### config.mk
export PLATFORM = sky130hd
export DESIGN_NAME = tlc_phase_scheduler_flat
export DESIGN_NICKNAME = d
export VERILOG_FILES = /design/src/rtl/tlc_phase_scheduler_pkg.sv /design/src/rtl/tlc_phase_scheduler_if.sv /design/src/rtl/tlc_phase_scheduler_timer.sv /design/src/rtl/tlc_phase_scheduler.sv /design/src/flat_wrapper.sv
export SDC_FILE = /design/constraint.sdc
export NUM_CORES = 1
export LEC_CHECK = 0
export BUFFER_PORTS_ARGS = -buffer_cell sky130_fd_sc_hd__buf_2
export CAP_MARGIN = 20
export CORE_MARGIN = 5
export CORE_UTILIZATION = 33
export CTS_BUF_LIST = sky130_fd_sc_hd__clkbuf_4 sky130_fd_sc_hd__clkbuf_8 sky130_fd_sc_hd__clkbuf_16
export CTS_CLUSTER_SIZE = 24
export DETAILED_ROUTE_END_ITERATION = 7
export PLACE_DENSITY_LB_ADDON = 0.05
export REMOVE_ABC_BUFFERS = 1
export SYNTH_ARGS = -nofsm -noshare
export SYNTH_HDL_FRONTEND = slang
export SYNTH_SLANG_ARGS = --single-unit
### constraint.sdc
create_clock -name clk -period 2.38 [get_ports clk]
set_clock_uncertainty 0.05 [all_clocks]
set_input_delay 0.476 -clock clk [delete_from_list [all_inputs] [get_ports clk]]
set_output_delay 0.476 -clock clk [all_outputs]
set_load 0.05 [all_outputs]
### src/rtl/tlc_phase_scheduler_pkg.sv
// Shared phase and light encodings for the two-road phase scheduler.
package tlc_pkg;

    typedef enum logic [2:0] {
        A_GREEN  = 3'd0,
        A_YELLOW = 3'd1,
        RED_AB   = 3'd2,
        B_GREEN  = 3'd3,
        B_YELLOW = 3'd4,
        RED_BA   = 3'd5,
        PED_WALK = 3'd6
    } tlc_state_t;

    typedef enum logic [1:0] {
        RED    = 2'b00,
        YELLOW = 2'b01,
        GREEN  = 2'b10
    } tlc_light_t;

    function automatic tlc_light_t light_of(input tlc_state_t s, input logic road_b);
        light_of = RED;
        case (s)
            A_GREEN:  if (!road_b) light_of = GREEN;
            A_YELLOW: if (!road_b) light_of = YELLOW;
            B_GREEN:  if (road_b)  light_of = GREEN;
            B_YELLOW: if (road_b)  light_of = YELLOW;
            default:  light_of = RED;
        endcase
    endfunction

endpackage

### src/rtl/tlc_phase_scheduler_if.sv
// Sensor inputs and light/timer outputs of the phase scheduler.
interface tlc_phase_scheduler_if #(
    parameter int TW = 4
);
    logic          car_a;
    logic          car_b;
    logic          ped_req;
    logic [1:0]    rA;
    logic [1:0]    rB;
    logic [2:0]    state;
    logic [TW-1:0] timer_display;
    logic          walk;
    logic          ped_pending;

    modport master (
        output car_a, car_b, ped_req,
        input  rA, rB, state, timer_display, walk, ped_pending
    );

    modport slave (
        input  car_a, car_b, ped_req,
        output rA, rB, state, timer_display, walk, ped_pending
    );
endinterface

### src/rtl/tlc_phase_scheduler_timer.sv
// Phase down-counter: load wins, otherwise decrement and saturate at zero.
module tlc_phase_timer #(
    parameter int            TW      = 4,
    parameter logic [TW-1:0] RST_VAL = '0
) (
    input  logic          clk,
    input  logic          rst,
    input  logic          i_load,
    input  logic [TW-1:0] i_value,
    output logic [TW-1:0] o_cnt
);

    logic [TW-1:0] r_cnt;

    always_ff @(posedge clk) begin
        if (rst) begin
            r_cnt <= RST_VAL;
        end else if (i_load) begin
            r_cnt <= i_value;
        end else if (r_cnt != '0) begin
            r_cnt <= r_cnt - 1'b1;
        end
    end

    assign o_cnt = r_cnt;

endmodule

### src/rtl/tlc_phase_scheduler.sv
// Demand-actuated two-road phase scheduler with countdown display.
// Optional pedestrian walk phase enabled by defining TLC_PED_WALK_EN.
module tlc_phase_scheduler
    import tlc_pkg::*;
#(
    parameter int TW        = 4,
    parameter int MIN_GREEN = 4,
    parameter int MAX_GREEN = 10,
    parameter int YELLOW    = 2,
    parameter int ALL_RED   = 1,
    parameter int WALK      = 3
) (
    input  logic                  clk,
    input  logic                  rst,
    tlc_phase_scheduler_if.slave  bus
);

    localparam logic [TW-1:0] GREEN_LD   = TW'(MAX_GREEN - 1);
    localparam logic [TW-1:0] YELLOW_LD  = TW'(YELLOW - 1);
    localparam logic [TW-1:0] RED_LD     = TW'(ALL_RED - 1);
    localparam logic [TW-1:0] WALK_LD    = TW'(WALK - 1);
    localparam logic [TW:0]   GREEN_EXIT = (TW+1)'(MAX_GREEN - MIN_GREEN);

    tlc_state_t    r_state;
    logic [1:0]    r_rA;
    logic [1:0]    r_rB;
    logic          r_walk;
    logic          r_ped_pending;

    tlc_state_t    w_next;
    logic          w_load;
    logic [TW-1:0] w_load_val;
    logic [TW-1:0] w_cnt;
    logic          w_green_done;
    logic          w_unused_ped;

    // Once the minimum green has elapsed, cnt sits at or below GREEN_EXIT.
    assign w_green_done = ({1'b0, w_cnt} <= GREEN_EXIT);
    assign w_unused_ped = bus.ped_req;

    always_comb begin
        w_next = r_state;
        case (r_state)
            A_GREEN:  if ((bus.car_b | r_ped_pending) && w_green_done) w_next = A_YELLOW;
            A_YELLOW: if (w_cnt == '0) w_next = RED_AB;
            RED_AB:   if (w_cnt == '0) w_next = B_GREEN;
            B_GREEN:  if ((bus.car_a | r_ped_pending) && w_green_done) w_next = B_YELLOW;
            B_YELLOW: if (w_cnt == '0) w_next = RED_BA;
`ifdef TLC_PED_WALK_EN
            RED_BA:   if (w_cnt == '0) w_next = r_ped_pending ? PED_WALK : A_GREEN;
`else
            RED_BA:   if (w_cnt == '0) w_next = A_GREEN;
`endif
            PED_WALK: if (w_cnt == '0) w_next = A_GREEN;
            default:  w_next = A_GREEN;
        endcase
    end

    always_comb begin
        w_load = (w_next != r_state);
        case (w_next)
            A_GREEN, B_GREEN:   w_load_val = GREEN_LD;
            A_YELLOW, B_YELLOW: w_load_val = YELLOW_LD;
            RED_AB, RED_BA:     w_load_val = RED_LD;
            PED_WALK:           w_load_val = WALK_LD;
            default:            w_load_val = GREEN_LD;
        endcase
    end

    tlc_phase_timer #(
        .TW      (TW),
        .RST_VAL (GREEN_LD)
    ) u_timer (
        .clk     (clk),
        .rst     (rst),
        .i_load  (w_load),
        .i_value (w_load_val),
        .o_cnt   (w_cnt)
    );

    always_ff @(posedge clk) begin
        if (rst) begin
            r_state       <= A_GREEN;
            r_rA          <= GREEN;
            r_rB          <= RED;
            r_walk        <= 1'b0;
            r_ped_pending <= 1'b0;
        end else begin
            r_state <= w_next;
            r_rA    <= light_of(w_next, 1'b0);
            r_rB    <= light_of(w_next, 1'b1);
`ifdef TLC_PED_WALK_EN
            r_walk  <= (w_next == PED_WALK);
            // A request arriving on the walk-entry edge outranks the clear.
            if (bus.ped_req)
                r_ped_pending <= 1'b1;
            else if (w_next == PED_WALK && r_state != PED_WALK)
                r_ped_pending <= 1'b0;
`else
            r_walk        <= 1'b0;
            r_ped_pending <= 1'b0;
`endif
        end
    end

    assign bus.state         = r_state;
    assign bus.rA            = r_rA;
    assign bus.rB            = r_rB;
    assign bus.timer_display = w_cnt;
    assign bus.walk          = r_walk;
    assign bus.ped_pending   = r_ped_pending;

endmodule
### src/flat_wrapper.sv
// flat-port wrapper written by rule: the top's interface ports become plain ports
module tlc_phase_scheduler_flat import tlc_pkg::*;
#(
    parameter int TW        = 4,
    parameter int MIN_GREEN = 4,
    parameter int MAX_GREEN = 10,
    parameter int YELLOW    = 2,
    parameter int ALL_RED   = 1,
    parameter int WALK      = 3
)
  (clk, rst, bus_car_a, bus_car_b, bus_ped_req, bus_rA, bus_rB, bus_state, bus_timer_display, bus_walk, bus_ped_pending);
  tlc_phase_scheduler_if #(.TW(TW)) bus_i ();
  input  logic clk;
  input  logic rst;
  input wire logic [$bits(bus_i.car_a)-1:0] bus_car_a;
  input wire logic [$bits(bus_i.car_b)-1:0] bus_car_b;
  input wire logic [$bits(bus_i.ped_req)-1:0] bus_ped_req;
  output wire logic [$bits(bus_i.rA)-1:0] bus_rA;
  output wire logic [$bits(bus_i.rB)-1:0] bus_rB;
  output wire logic [$bits(bus_i.state)-1:0] bus_state;
  output wire logic [$bits(bus_i.timer_display)-1:0] bus_timer_display;
  output wire logic [$bits(bus_i.walk)-1:0] bus_walk;
  output wire logic [$bits(bus_i.ped_pending)-1:0] bus_ped_pending;
  assign bus_i.car_a = bus_car_a;
  assign bus_i.car_b = bus_car_b;
  assign bus_i.ped_req = bus_ped_req;
  assign bus_rA = bus_i.rA;
  assign bus_rB = bus_i.rB;
  assign bus_state = bus_i.state;
  assign bus_timer_display = bus_i.timer_display;
  assign bus_walk = bus_i.walk;
  assign bus_ped_pending = bus_i.ped_pending;
  tlc_phase_scheduler #(.TW(TW), .MIN_GREEN(MIN_GREEN), .MAX_GREEN(MAX_GREEN), .YELLOW(YELLOW), .ALL_RED(ALL_RED), .WALK(WALK)) u_core (.clk(clk), .rst(rst), .bus(bus_i));
endmodule
* After elaboration in Yosys (flattened, before gate mapping)
Index checks and enable logic that the tools add are counted.
** Word-level totals
- Register bits :: 11
- Bits in latches :: 0
- RAM bits :: 0
- ROM bits :: 0
- Output and inout port bits :: 13
- Memories :: 0
** Operators by class
- Add/sub/neg operators :: 1
- $mul :: 0
- Divide/modulo/power cells :: 0
- Magnitude comparators :: 1
- Equality and inequality tests :: 13
- Shift-type cells :: 0
- Multiplexer cells :: 12
- Bitwise logic cells :: 0
- Reduce and logical (&&, ||, !) cells :: 10
** Operator list (count)
- equality test 3 bit (second input constant) :: 6
- 2-to-1 mux 3 bit :: 6
- case mux 3 bit (6 select lines) :: 1
- equality test 3 x 2 -> 1 bit (second input constant) :: 4
- case mux 4 bit (3 select lines) :: 1
- 2-to-1 mux 4 bit :: 2
- case mux 2 bit (2 select lines) :: 2
- equality test 3 x 1 -> 1 bit (second input constant) :: 2
- logical NOT 3 bit :: 2
- OR reduction 2 bit :: 3
- less-or-equal comparator 4 x 3 -> 1 bit (second input constant) :: 1
- logical NOT 4 bit :: 1
- nonzero test 4 bit :: 1
- subtractor 4 x 1 -> 4 bit (second input constant) :: 1
- inequality test 3 bit :: 1
- logical AND 1 bit :: 2
- nonzero test 2 bit :: 1

* Longest topological paths before layout
Gate-level depths: netlist of run 1.
- Word-level depth :: 8
- Depth in mapped cells :: 6

* Hierarchy
From an unflattened synthesis of run 1, not the netlist that was laid out.
** Second synthesis, totals
- Cell total of the unflattened synthesis :: 86
- Area, all modules :: 711.9 um^2
** Modules (own cells, without submodules)
- tlc_phase_scheduler :: instances 1, cells each 57, area each 465.4 um^2, seq. area each 140.1 um^2
- tlc_phase_timer :: instances 1, cells each 29, area each 246.5 um^2, seq. area each 80.1 um^2

* Worst setup path after synthesis of run 1
OpenSTA, ideal clock, no wires.
- Kind :: reg2reg
- Start point :: reg u_core.u_timer.r_cnt[0] (netlist: u_core.u_timer.o_cnt[0])
- End point :: reg u_core.u_timer.r_cnt[1] (netlist: u_core.u_timer.o_cnt[1])
- Data arrival time :: 2030 ps
- Setup slack :: 196 ps
- Cell stages (with the launch flop) :: 7
- Buffers on the path :: 0
- Path through :: dfxtp_1 > inv_1 > ha_1 > nand3b_2 > a211oi_1 > a311oi_2 > a2111oi_2
** Between the ends
- Longest elaborated chain between the ends :: 8
** RTL lines
- start: declaration :: line tlc_phase_scheduler_timer.sv:13 : logic [TW-1:0] r_cnt;
- start signal: assignment :: line tlc_phase_scheduler_timer.sv:19 : r_cnt <= i_value;
- start signal: assignment :: line tlc_phase_scheduler_timer.sv:21 : r_cnt <= r_cnt - 1'b1;
- less-or-equal comparator 4 x 3 -> 1 bit :: line tlc_phase_scheduler.sv:38 : assign w_green_done = ({1'b0, w_cnt} <= GREEN_EXIT);
- logical AND 1 bit, on equally long branches :: line tlc_phase_scheduler.sv:47, tlc_phase_scheduler.sv:44
- 2-to-1 mux 3 bit, on equally long branches :: line tlc_phase_scheduler.sv:47, tlc_phase_scheduler.sv:44
- case mux 3 bit (6 select lines) :: line tlc_phase_scheduler.sv:43 : case (r_state)
- equality test 3 x 2 -> 1 bit, or another cell as far along :: line tlc_phase_scheduler.sv:61 : case (w_next)
- OR reduction 2 bit :: line tlc_phase_scheduler.sv:61
- case mux 4 bit (3 select lines) :: line tlc_phase_scheduler.sv:61
- 2-to-1 mux 4 bit :: line tlc_phase_scheduler_timer.sv:18 : end else if (i_load) begin
Parallel ways exist; a longest one is shown, timed or not. The select of a mux whose other input is x is not followed.
A chain may end at the register's enable or synchronous reset.

* Worst setup path in the final report of run 1
Same ends and word-level chain as after synthesis.

==> results of run 1 <==
[flip-flops by register name (all words and copies together) (netlist names)]
name and flops:
u_core.u_timer.o_cnt 4, u_core.bus.state 3, u_core.bus.rA 2, u_core.bus.rB 2
[per-layer routing]
metal | up-vias | share of wire (%) | global-route usage (%)
met3 | 2 | 6.2 | 2.04
met5 | - | 0 | 0
li1 | 326 | - | -
met2 | 22 | 46 | 17.9
met1 | 317 | 47 | 14.5
met4 | 0 | 1.0 | 3.97
[report_power, final]
group / internal, mW / leakage [nW] / switching, mW
Clock: 0.0762 / 0.0184 / 0.0678
Sequential: 0.236 / 0.0900 / 0.0850
Combinational: 0.208 / 0.238 / 0.383
[worst max-delay path: cells and delay by family, from the launching register on]
kind / cells / cell delay [ns]
buf+inv: 1 / 0.08
fa+ha+maj: 1 / 0.19
simple gates: 1 / 0.27
flops: 1 / 0.39
compound gates: 3 / 0.92
[layout by cell type (no fill, tap or decap), types with 2 or more instances in the layout]
master | Yosys | routed
nor2_1 | 9 | 9
nand2b_1 | 2 | 2
or3_1 | 2 | 2
nor2b_1 | 3 | 3
a311oi_2 | 2 | 2
nor3b_1 | 2 | 2
nand2_1 | 3 | 3
and3_1 | 2 | 2
buf_2 | 1 | 14
inv_1 | 4 | 4
buf_4 | 2 | 2
conb_1 | 1 | 2
clkbuf_4 | 0 | 4
ha_1 | 2 | 2
nor3_1 | 2 | 2
a211oi_1 | 2 | 2
a21oi_1 | 8 | 8
dfxtp_1 | 11 | 11
[layout make-up]
type / count / area [um2]
multi-input cells: 61 / 442
flip-flops and latches: 11 / 220
inverters: 5 / 18.8
repair buffers: 16 / 85.1
fillers: 232 / 1320
clock buffers: 4 / 30.0
well taps: 28 / 35.0
[through the flow]
step | utilization (%) | worst slack [ns] | power, mW | cell area (um2)
2_1_floorplan | - | 0.196 | 0.786 | 681
3_3_place_gp | 37.3 | 0.378 | 0.922 | 801
3_5_place_dp | 37.3 | 0.391 | 0.918 | 801
4_1_cts | 38.7 | 0.374 | 1.06 | 831
5_1_grt | 38.7 | 0.189 | 1.12 | 831
6_report | 38.7 | 0.401 | 1.06 | 831
[logic make-up (layout without fill, tap and decap cells)]
family / count (synthesis) / count (layout) / synth area share, %
xor gates and xnor gates: 1 / 1 / 1.21
other: 1 / 2 / 0.516
AOI/OAI and AO/OA: 21 / 21 / 22.9
muxes: 1 / 1 / 1.38
buffers and inverters: 12 / 25 / 9.46
DFF: 11 / 11 / 30.3
adders and majority gates: 2 / 2 / 3.44
and+or+nand+nor: 34 / 34 / 30.8
[worst min-delay path by stage]
stage,from,end,slack [ns]
detailed placement,u_core.u_timer.o_cnt[1]$_SDFFE_PP0P_,u_core.u_timer.o_cnt[1]$_SDFFE_PP0P_,0.56
global placement,u_core.u_timer.o_cnt[1]$_SDFFE_PP0P_,u_core.u_timer.o_cnt[1]$_SDFFE_PP0P_,0.55
CTS,rst,u_core.bus.state[1]$_SDFF_PP0_,0.49
global route,rst,u_core.bus.state[1]$_SDFF_PP0_,0.50
floorplan,rst,u_core.u_timer.o_cnt[1]$_SDFFE_PP0P_,0.49
finish,rst,u_core.bus.state[1]$_SDFF_PP0_,0.49
==> results.toml, run 1 <==
[status]
outcome = "complete, no violations"

[critical_path]
r2r_cells = 6
regToRegSetupSlack_ns = 0.40
slowest_delay_ns = 0.42
cp.required_ns = 2.50
r2r_end = "u_core.u_timer.o_cnt[1]$_SDFFE_PP0P_"
crit_fanout = 6
cpMaxStageDelayCell = "a211oi_1"
crit_path_end_kind = "flip-flop"
critPathKind = "reg -> reg"
path_cells = "inv_1 > ha_1 > nand3b_2 > a211oi_1 > a311oi_2 > a2111oi_2"
r2r-start = "u_core.u_timer.o_cnt[0]$_SDFFE_PP1P_"
critPathCapture = "u_core.u_timer.o_cnt[1]$_SDFFE_PP0P_"
critPathLaunch = "u_core.u_timer.o_cnt[0]$_SDFFE_PP1P_"
critPathArrivalTime_ns = 2.10
critPathLaunchType = "flip-flop"

[synthesis]
synth_most_common_cell = "dfxtp_1"
netlist_instances = 83
syn-mean-instance-area_um2 = 8.76
ys_top_cells_by_count = "dfxtp_1 (11), nor2_1 (9), a21oi_1 (8)"
synthTopCellsByArea = "dfxtp_1 (30%), a21oi_1 (5.5%), nor2_1 (4.6%), a311oi_2 (4.1%), ha_1 (3.4%)"
netlist_area_um2 = 727
synth_top_area_cell = "dfxtp_1"
synth_cell_types = 40
synth_top_area_share_pct = 30.3
synth_warnings = 0
seq_area_frac_synth_pct = 30.3
synthArstFlopShare_pct = 0
synth-seq-cells = 11
synth_flop_cell = "dfxtp_1"
synth_edf_count = 0

[clocking]
ctsHoldBuffers = 0
clk_path_buf_depth = 2
cts_root_buf = "clkbuf_4"
clkTransAtPathRegs_ns = 0.08
cts_tree = "done"
htree_levels = 1
worstSkewPairLatency_ns = 0.27
post_cts_buffers = 0
cts_made_buffers = 3
cts_resized = 0
clock_sinks = 11

[floorplanning]
core_area_um2 = 2150
die_w_um = 56.9
io-pin-count = 18
start_util_pct = 33.8
dieArea_um2 = 3240
dieHeight_um = 56.9
rows = 17

[timing]
hold_viol = 0
rsz0062_at_grt = "false"
period_share_pct = 83.2
fin_setup_tns_ns = 0
whs_ns = 0.488
clock.fmax_mhz = 505
post-route-min-period_ns = 1.98
drv_slew = 0
setup_viol = 0

[global_routing]
antenna_found_initial = 0
grtUsageTotal_pct = 11.0
grt_pass1_wl_um = 2900
grt_pass1_vias = 636
grt_max_degree = 14
gr-total-overflow = 0

[placed_design]
dp.final_hpwl_um = 1230
gp_routability_congestion = 0.791
io_buffers = 14
dp.cells = 121

[drt]
via_per_inst = 5.34
drtIter0Drc = 14
ant_nets = 0
wl_um = 1720
dr.pass1.iters = 4
drcViolationCount = 0
dr_total_vias = 667
wl_per_cell_um = 13.8

[job]
cap_violations = 0

[pwr]
vdd_ir_drop_max_mv = 0.471
p_leak_nw = 0.346
power_density_nw_per_um2 = 1270

[layout]
final_cells = 125
fin_nets = 105
diodes = 0
area_growth_pct = 14.3
layout-drive-gt1-share_pct = 30.9

[hold_path]
hold_class = "in -> reg"
min_path_cells = 2
(Power assumes the default switching activity.)
==> inputs of run 2 (changes only) <==
- ABC_AREA: unset -> 1
- clock period: 2.38 -> 1.6 ns (I/O delays scaled with it)
==> run 2 against run 1 <==
- core utilization up 9.3 points
- fmax up 31%
- combinational power up 45%
- sequential share of layout area down 4.8 points
- register-to-register slack worse by 0.31 ns
- clock-buffer cell count unchanged
- design area up 27%
- critical path depth up 6
- critical endpoint is now u_core.u_timer.o_cnt[0]$_SDFFE_PP1P_
==> results.toml, run 2 <==
[status]
outcome = "complete, no violations"

[placed_design]
gp_routability_congestion = 0.816
dp.final_hpwl_um = 1440
io_buffers = 14
dp.cells = 168

[pwr]
p_int_uw = 782
p_comb_share_pct = 58.2
clock_power_share_pct = 13.5
switching_share_pct = 46.9
sequentialPowerShare_pct = 28.3
power_mw = 1.47
vdd_ir_drop_max_mv = 0.785
power_density_nw_per_um2 = 1400
switchingPower_uw = 690
p_leak_nw = 0.591

[timing]
clock.fmax_mhz = 661
rsz0062_at_grt = "true"
hold_viol = 0
period_share_pct = 94.5
setup_viol = 0
post-route-min-period_ns = 1.51
drv_slew = 0

[critical_path]
slowest_delay_ns = 0.38
critPathArrivalTime_ns = 1.61
critPathLaunchType = "flip-flop"
cp.required_ns = 1.70
regToRegSetupSlack_ns = 0.09
critPathKind = "reg -> reg"
critical_path.top_delay_family = "simple AND/OR/NAND/NOR gates"
r2r_cells = 12
path_cells = "inv_2 > ha_4 > nand2_4 > nand2_4 > nand2_4 > nand2_1 > nor2_1 > nand3_1 > nand3_2 > nand2_1 > nand2_1 > nand2_1"
cpMaxStageDelayCell = "dfxtp_4"
crit_buf_inv = 1
r2r_end = "u_core.u_timer.o_cnt[0]$_SDFFE_PP1P_"
r2r-start = "u_core.u_timer.o_cnt[1]$_SDFFE_PP0P_"
crit_path_end_kind = "flip-flop"
crit_fanout = 6
cpMostUsedCell = "nand2_1"

[synthesis]
syn-mean-instance-area_um2 = 6.46
netlist_instances = 115
synth_edf_count = 0
synth_top_area_share_pct = 29.6
netlist_area_um2 = 743
synth_cell_types = 23
synth_most_common_cell = "nand2_1"
synthTopCellsByArea = "dfxtp_1 (30%), nand2_1 (16%), nor2_1 (7.6%), inv_1 (7.1%), nand3_1 (6.7%)"
synth-seq-cells = 11
seq_area_frac_synth_pct = 29.6
ys_top_cells_by_count = "nand2_1 (31), nor2_1 (15), inv_1 (14)"
synth_flop_cell = "dfxtp_1"
synthArstFlopShare_pct = 0
synth_top_area_cell = "dfxtp_1"
synth_warnings = 0

[layout]
multi_input_area_um2 = 509
seqCellArea_um2 = 228
fillers = 242
layout_commonest_cell = "nand2_1"
layout-drive-gt1-share_pct = 44.5
diodes = 0
area_growth_pct = 41.4
final_cell_mix = "nand2_1 (26), nor2_1 (14), buf_2 (14), buf_4 (14)"
final_cells = 174
utilization_pct = 48.0
fin_nets = 154
largest_reg_flops = 4

[clocking]
worstSkewPairLatency_ns = 0.26
ctsHoldBuffers = 0
htree_levels = 1
cts_root_buf = "clkbuf_4"
cts_tree = "done"
clkTransAtPathRegs_ns = 0.07
clk_path_buf_depth = 2
clock_sinks = 11
cts_made_buffers = 3

[hold_path]
min-delay-start = "rst"
min_path_cells = 2
hold_class = "in -> reg"
min_delay_worst_endpoint = "u_core.bus.state[0]$_SDFF_PP0_"

[drt]
via_per_inst = 4.51
drtIter0Drc = 9
dr.pass1.iters = 4
wl_um = 1840
drcViolationCount = 0
dr_total_vias = 784
wl_per_cell_um = 10.6
ant_nets = 0

[global_routing]
grt_pass1_wl_um = 2880
grtUsageTotal_pct = 10.8
gr-total-overflow = 0
antenna_found_initial = 0
grt_pass1_vias = 732
grt_max_degree = 8

[floorplanning]
io-pin-count = 18
start_util_pct = 33.9
rows = 17
die_w_um = 57.5
core_area_um2 = 2190
dieArea_um2 = 3300
dieHeight_um = 57.5

[job]
cap_violations = 0
## run 2: cell types whose count changed in the layout (fill, tap and decap cells not counted), sizes merged, moves of 7 or more
cell   previous run  this run
a21oi             8         1
buf              16        29
nand3             1        14
nand2             3        35
nor2              9        20
inv               5        16
## run 2: cells by family after synthesis
group,share of synthesized area [%]
AOI/OAI and AO/OA,4.88
xor gates and xnor gates,2.36
adders and majority gates,3.37
buffers and inverters,11.1
DFF,29.6
other,0.505
and+or+nand+nor,48.1
## run 2: worst max path at each step
| stage | from | endpoint | slack, ns | depth (start not counted) |
|---|---|---|---|---|
| CTS | u_core.u_timer.o_cnt[0]$_SDFFE_PP1P_ | u_core.u_timer.o_cnt[0]$_SDFFE_PP1P_ | -0.004 | 13 |
| detailed placement | u_core.u_timer.o_cnt[1]$_SDFFE_PP0P_ | u_core.u_timer.o_cnt[0]$_SDFFE_PP1P_ | -0.02 | 12 |
| global route | u_core.u_timer.o_cnt[1]$_SDFFE_PP0P_ | u_core.u_timer.o_cnt[0]$_SDFFE_PP1P_ | -0.03 | 12 |
| floorplan | u_core.u_timer.o_cnt[0]$_SDFFE_PP1P_ | u_core.u_timer.o_cnt[0]$_SDFFE_PP1P_ | -0.38 | 12 |
| global placement | u_core.u_timer.o_cnt[0]$_SDFFE_PP1P_ | u_core.u_timer.o_cnt[0]$_SDFFE_PP1P_ | -0.03 | 12 |
| finish | u_core.u_timer.o_cnt[1]$_SDFFE_PP0P_ | u_core.u_timer.o_cnt[0]$_SDFFE_PP1P_ | 0.09 | 12 |
## run 2: through the flow
| stage | worst slack (ns) | setup TNS (ns) | hold slack [ns] | cell area [um2] |
|---|---|---|---|---|
| global placement | -0.0313 | -0.0313 | 0.508 | 927 |
| global route | -0.0315 | -0.0438 | 0.236 | 1050 |
| floorplan | -0.382 | -2.49 | 0.342 | 724 |
| finish | 0.0881 | 0 | 0.227 | 1050 |
| CTS | -0.00358 | -0.00358 | 0.227 | 973 |
| detailed placement | -0.0181 | -0.0181 | 0.509 | 927 |
## run 2: worst reg2reg max path: stages, from the launching register on
cell and delay [ns]:
dfxtp_4 0.38, inv_2 0.05, ha_4 0.17, nand2_4 0.10, nand2_4 0.07, nand2_4 0.07, nand2_1 0.05, nor2_1 0.10
nand3_1 0.11, nand3_2 0.11, nand2_1 0.05, nand2_1 0.05, nand2_1 0.05
## run 2: cell type report
| class | count | area share [%] |
|---|---|---|
| clock buffers | 4 | 2.86 |
| flip-flops and latches | 11 | 21.7 |
| repair buffers | 29 | 17.7 |
| inverters | 16 | 5.95 |
| multi-input cells | 86 | 48.5 |
| well taps | 28 | 3.33 |
## run 2: what timing repair did
item / 4_1_cts / 5_1_grt
resized for setup: 6 / 20
endpoints found under the setup margin: 1 / 4
pin swaps: 3 / 12
endpoints found under the hold margin: 0 / 0
setup buffers: 1 / 1
## run 2: power by group through the flow
stage	Sequential, mW	Combinational, mW	Clock [mW]
finish	0.417	0.856	0.199
global placement	0.397	0.768	0
detailed placement	0.396	0.764	0
floorplan	0.588	0.342	0
global route	0.426	0.928	0.218
CTS	0.393	0.791	0.206
## run 2: metal layers
layer  global-route usage, %  wire (um)
met5                       0          0
met4                    4.64         14
met3                    2.94         80
met2                    18.4        894
met1                    12.6        846
==> inputs of run 3 (changes only) <==
- ABC_AREA: 1 -> unset
- CELL_PAD_IN_SITES_DETAIL_PLACEMENT: unset -> 1
- CELL_PAD_IN_SITES_GLOBAL_PLACEMENT: unset -> 2
- CORE_UTILIZATION: 33 -> 27
==> run 3 against run 2 <==
- the run now ends with setup timing left
- clock-buffer cell count unchanged
- global-route usage rose by 3.1 points
- die area up 16%
- hold slack improved by 0.076 ns
- core utilization grew 1.2 points
- first-iteration DRC count up 100%
- sequential share of layout area fell by 3.2 points
- non-clock buffer count is 16 higher
- critical endpoint is now u_core.bus.rB[0]$_SDFF_PP0_
- fmax fell by 18%
- design area up 18%
- clock power grew 12%
==> results.toml, run 3 (synthesis results as in run 1) <==
[floorplanning]
core_area_um2 = 2520
rows = 18
dieHeight_um = 61.9
io-pin-count = 18
die_w_um = 61.9
start_util_pct = 28.8
dieArea_um2 = 3830

[hold_path]
hold_class = "in -> reg"

[timing]
drv_slew = 0
fin_setup_tns_ns = -1.33
clock.fmax_mhz = 544
period_share_pct = 115
setup_viol = 9
setup_slack_ns = -0.240
rsz0062_at_grt = "true"
post-route-min-period_ns = 1.84
hold_viol = 0

[placed_design]
dp.cells = 145
io_buffers = 14
gp_routability_congestion = 0.805
dpl_cell_area_um2 = 968
dp.final_hpwl_um = 1650

[drt]
dr.pass1.iters = 4
ant_nets = 0
drcViolationCount = 0
wl_per_cell_um = 16.9
wl_um = 2640
via_per_inst = 5.01
drtIter0Drc = 18
dr_total_vias = 782

[pwr]
power_density_nw_per_um2 = 1830
vdd_ir_drop_max_mv = 0.904
p_leak_nw = 0.542
power_mw = 2.27

[layout]
layout_commonest_cell = "buf_4"
final_cells = 156
fin_nets = 134
area_growth_pct = 70.7
utilization_pct = 49.2
fin_area_um2 = 1240
diodes = 0
largest_reg_flops = 4
final_cell_mix = "buf_4 (30), buf_2 (14), nor2_1 (7), a21oi_1 (7), dfxtp_1 (6)"
layout-drive-gt1-share_pct = 64.3

[critical_path]
critPathArrivalTime_ns = 1.99
cp.required_ns = 1.75
r2r_end = "u_core.bus.rB[0]$_SDFF_PP0_"
r2r-start = "u_core.u_timer.o_cnt[1]$_SDFFE_PP0P_"
critPathCapture = "u_core.bus.rB[0]$_SDFF_PP0_"
critPathLaunch = "u_core.u_timer.o_cnt[1]$_SDFFE_PP0P_"
r2r_cells = 6
critPathLaunchType = "flip-flop"
regToRegSetupSlack_ns = -0.24
critPathKind = "reg -> reg"
crit_path_end_kind = "flip-flop"
crit_fanout = 4

[clocking]
clock_sinks = 11
clk_path_buf_depth = 2
worstSkewPairLatency_ns = 0.28
cts_root_buf = "clkbuf_4"
cts_tree = "done"
htree_levels = 1
clkTransAtPathRegs_ns = 0.08
cts_made_buffers = 3

[global_routing]
antenna_found_initial = 0
grt_pass1_vias = 805
grt_pass1_wl_um = 3860
grt_max_degree = 13
grtUsageTotal_pct = 13.9
gr-total-overflow = 0

[status]
violations = "setup timing"
outcome = "finished, violations left"

[job]
cap_violations = 0
==> run 3: changes by cell type in the layout (fill, tap and decap cells not counted), moves of 5 or more <==
cell / before / now
nand3_1: 10 / 1
a21oi_1: 1 / 7
buf_4: 14 / 30
nand2_1: 26 / 3
nor2_1: 14 / 7
nand2_2: 5 / 0
inv_1: 10 / 2
==> run 3: routing by layer <==
metal,vias to the layer above,global-route usage (%),wire (um)
met5,-,0,0
met4,0,4.55,27
met3,4,3.72,76
met2,13,23.6,1400
met1,381,17.1,1130
li1,384,-,-
==> run 3: stage by stage <==
stage | setup WS [ns] | hold slack (ns)
after floorplan | -0.584 | 0.339
after global placement | -0.266 | 0.564
after detailed placement | -0.303 | 0.582
after CTS | -0.232 | 0.311
after global routing | -0.295 | 0.329
final | -0.240 | 0.303
==> run 3: how the worst min path moves through the flow <==
stage          slack, ns                                 start  cells after the start                                   end
6_report            0.30                                   rst                      3  u_core.u_timer.o_cnt[0]$_SDFFE_PP1P_
3_5_place_dp        0.58  u_core.u_timer.o_cnt[1]$_SDFFE_PP0P_                      3  u_core.u_timer.o_cnt[1]$_SDFFE_PP0P_
2_1_floorplan       0.34                                   rst                      1  u_core.u_timer.o_cnt[1]$_SDFFE_PP0P_
5_1_grt             0.33                                   rst                      3  u_core.u_timer.o_cnt[0]$_SDFFE_PP1P_
4_1_cts             0.31                                   rst                      3  u_core.u_timer.o_cnt[0]$_SDFFE_PP1P_
3_3_place_gp        0.56  u_core.u_timer.o_cnt[1]$_SDFFE_PP0P_                      3  u_core.u_timer.o_cnt[1]$_SDFFE_PP0P_
==> run 3: cell type report <==
class	count	area, um2
multi-input cells	61	617
clock buffers	4	30.0
fillers	303	1280
repair buffers	45	307
inverters	5	21.3
well taps	30	37.5
flip-flops and latches	11	229
==> run 3: where the power goes <==
| group | total [mW] | internal (mW) | switching, mW |
|---|---|---|---|
| combinational | 1.57 | 0.719 | 0.853 |
| sequential | 0.473 | 0.367 | 0.106 |
| clock | 0.223 | 0.114 | 0.109 |
==> run 3: what timing repair did <==
item                                    CTS  global route
pin swaps                                 6            13
endpoints found under the hold margin     0             0
buffers inserted                          1             7
hold buffers                              0             0
endpoints found under the setup margin    9            11
gates cloned                              0             0
gates resized for setup                  18            19
==> run 3: critical path: stages (launching register included) <==
cell and delay (ns):
dfxtp_4 0.37, inv_2 0.07, ha_4 0.14, or3b_4 0.42
and3_4 0.20, a211oi_4 0.22, nor4bb_2 0.30
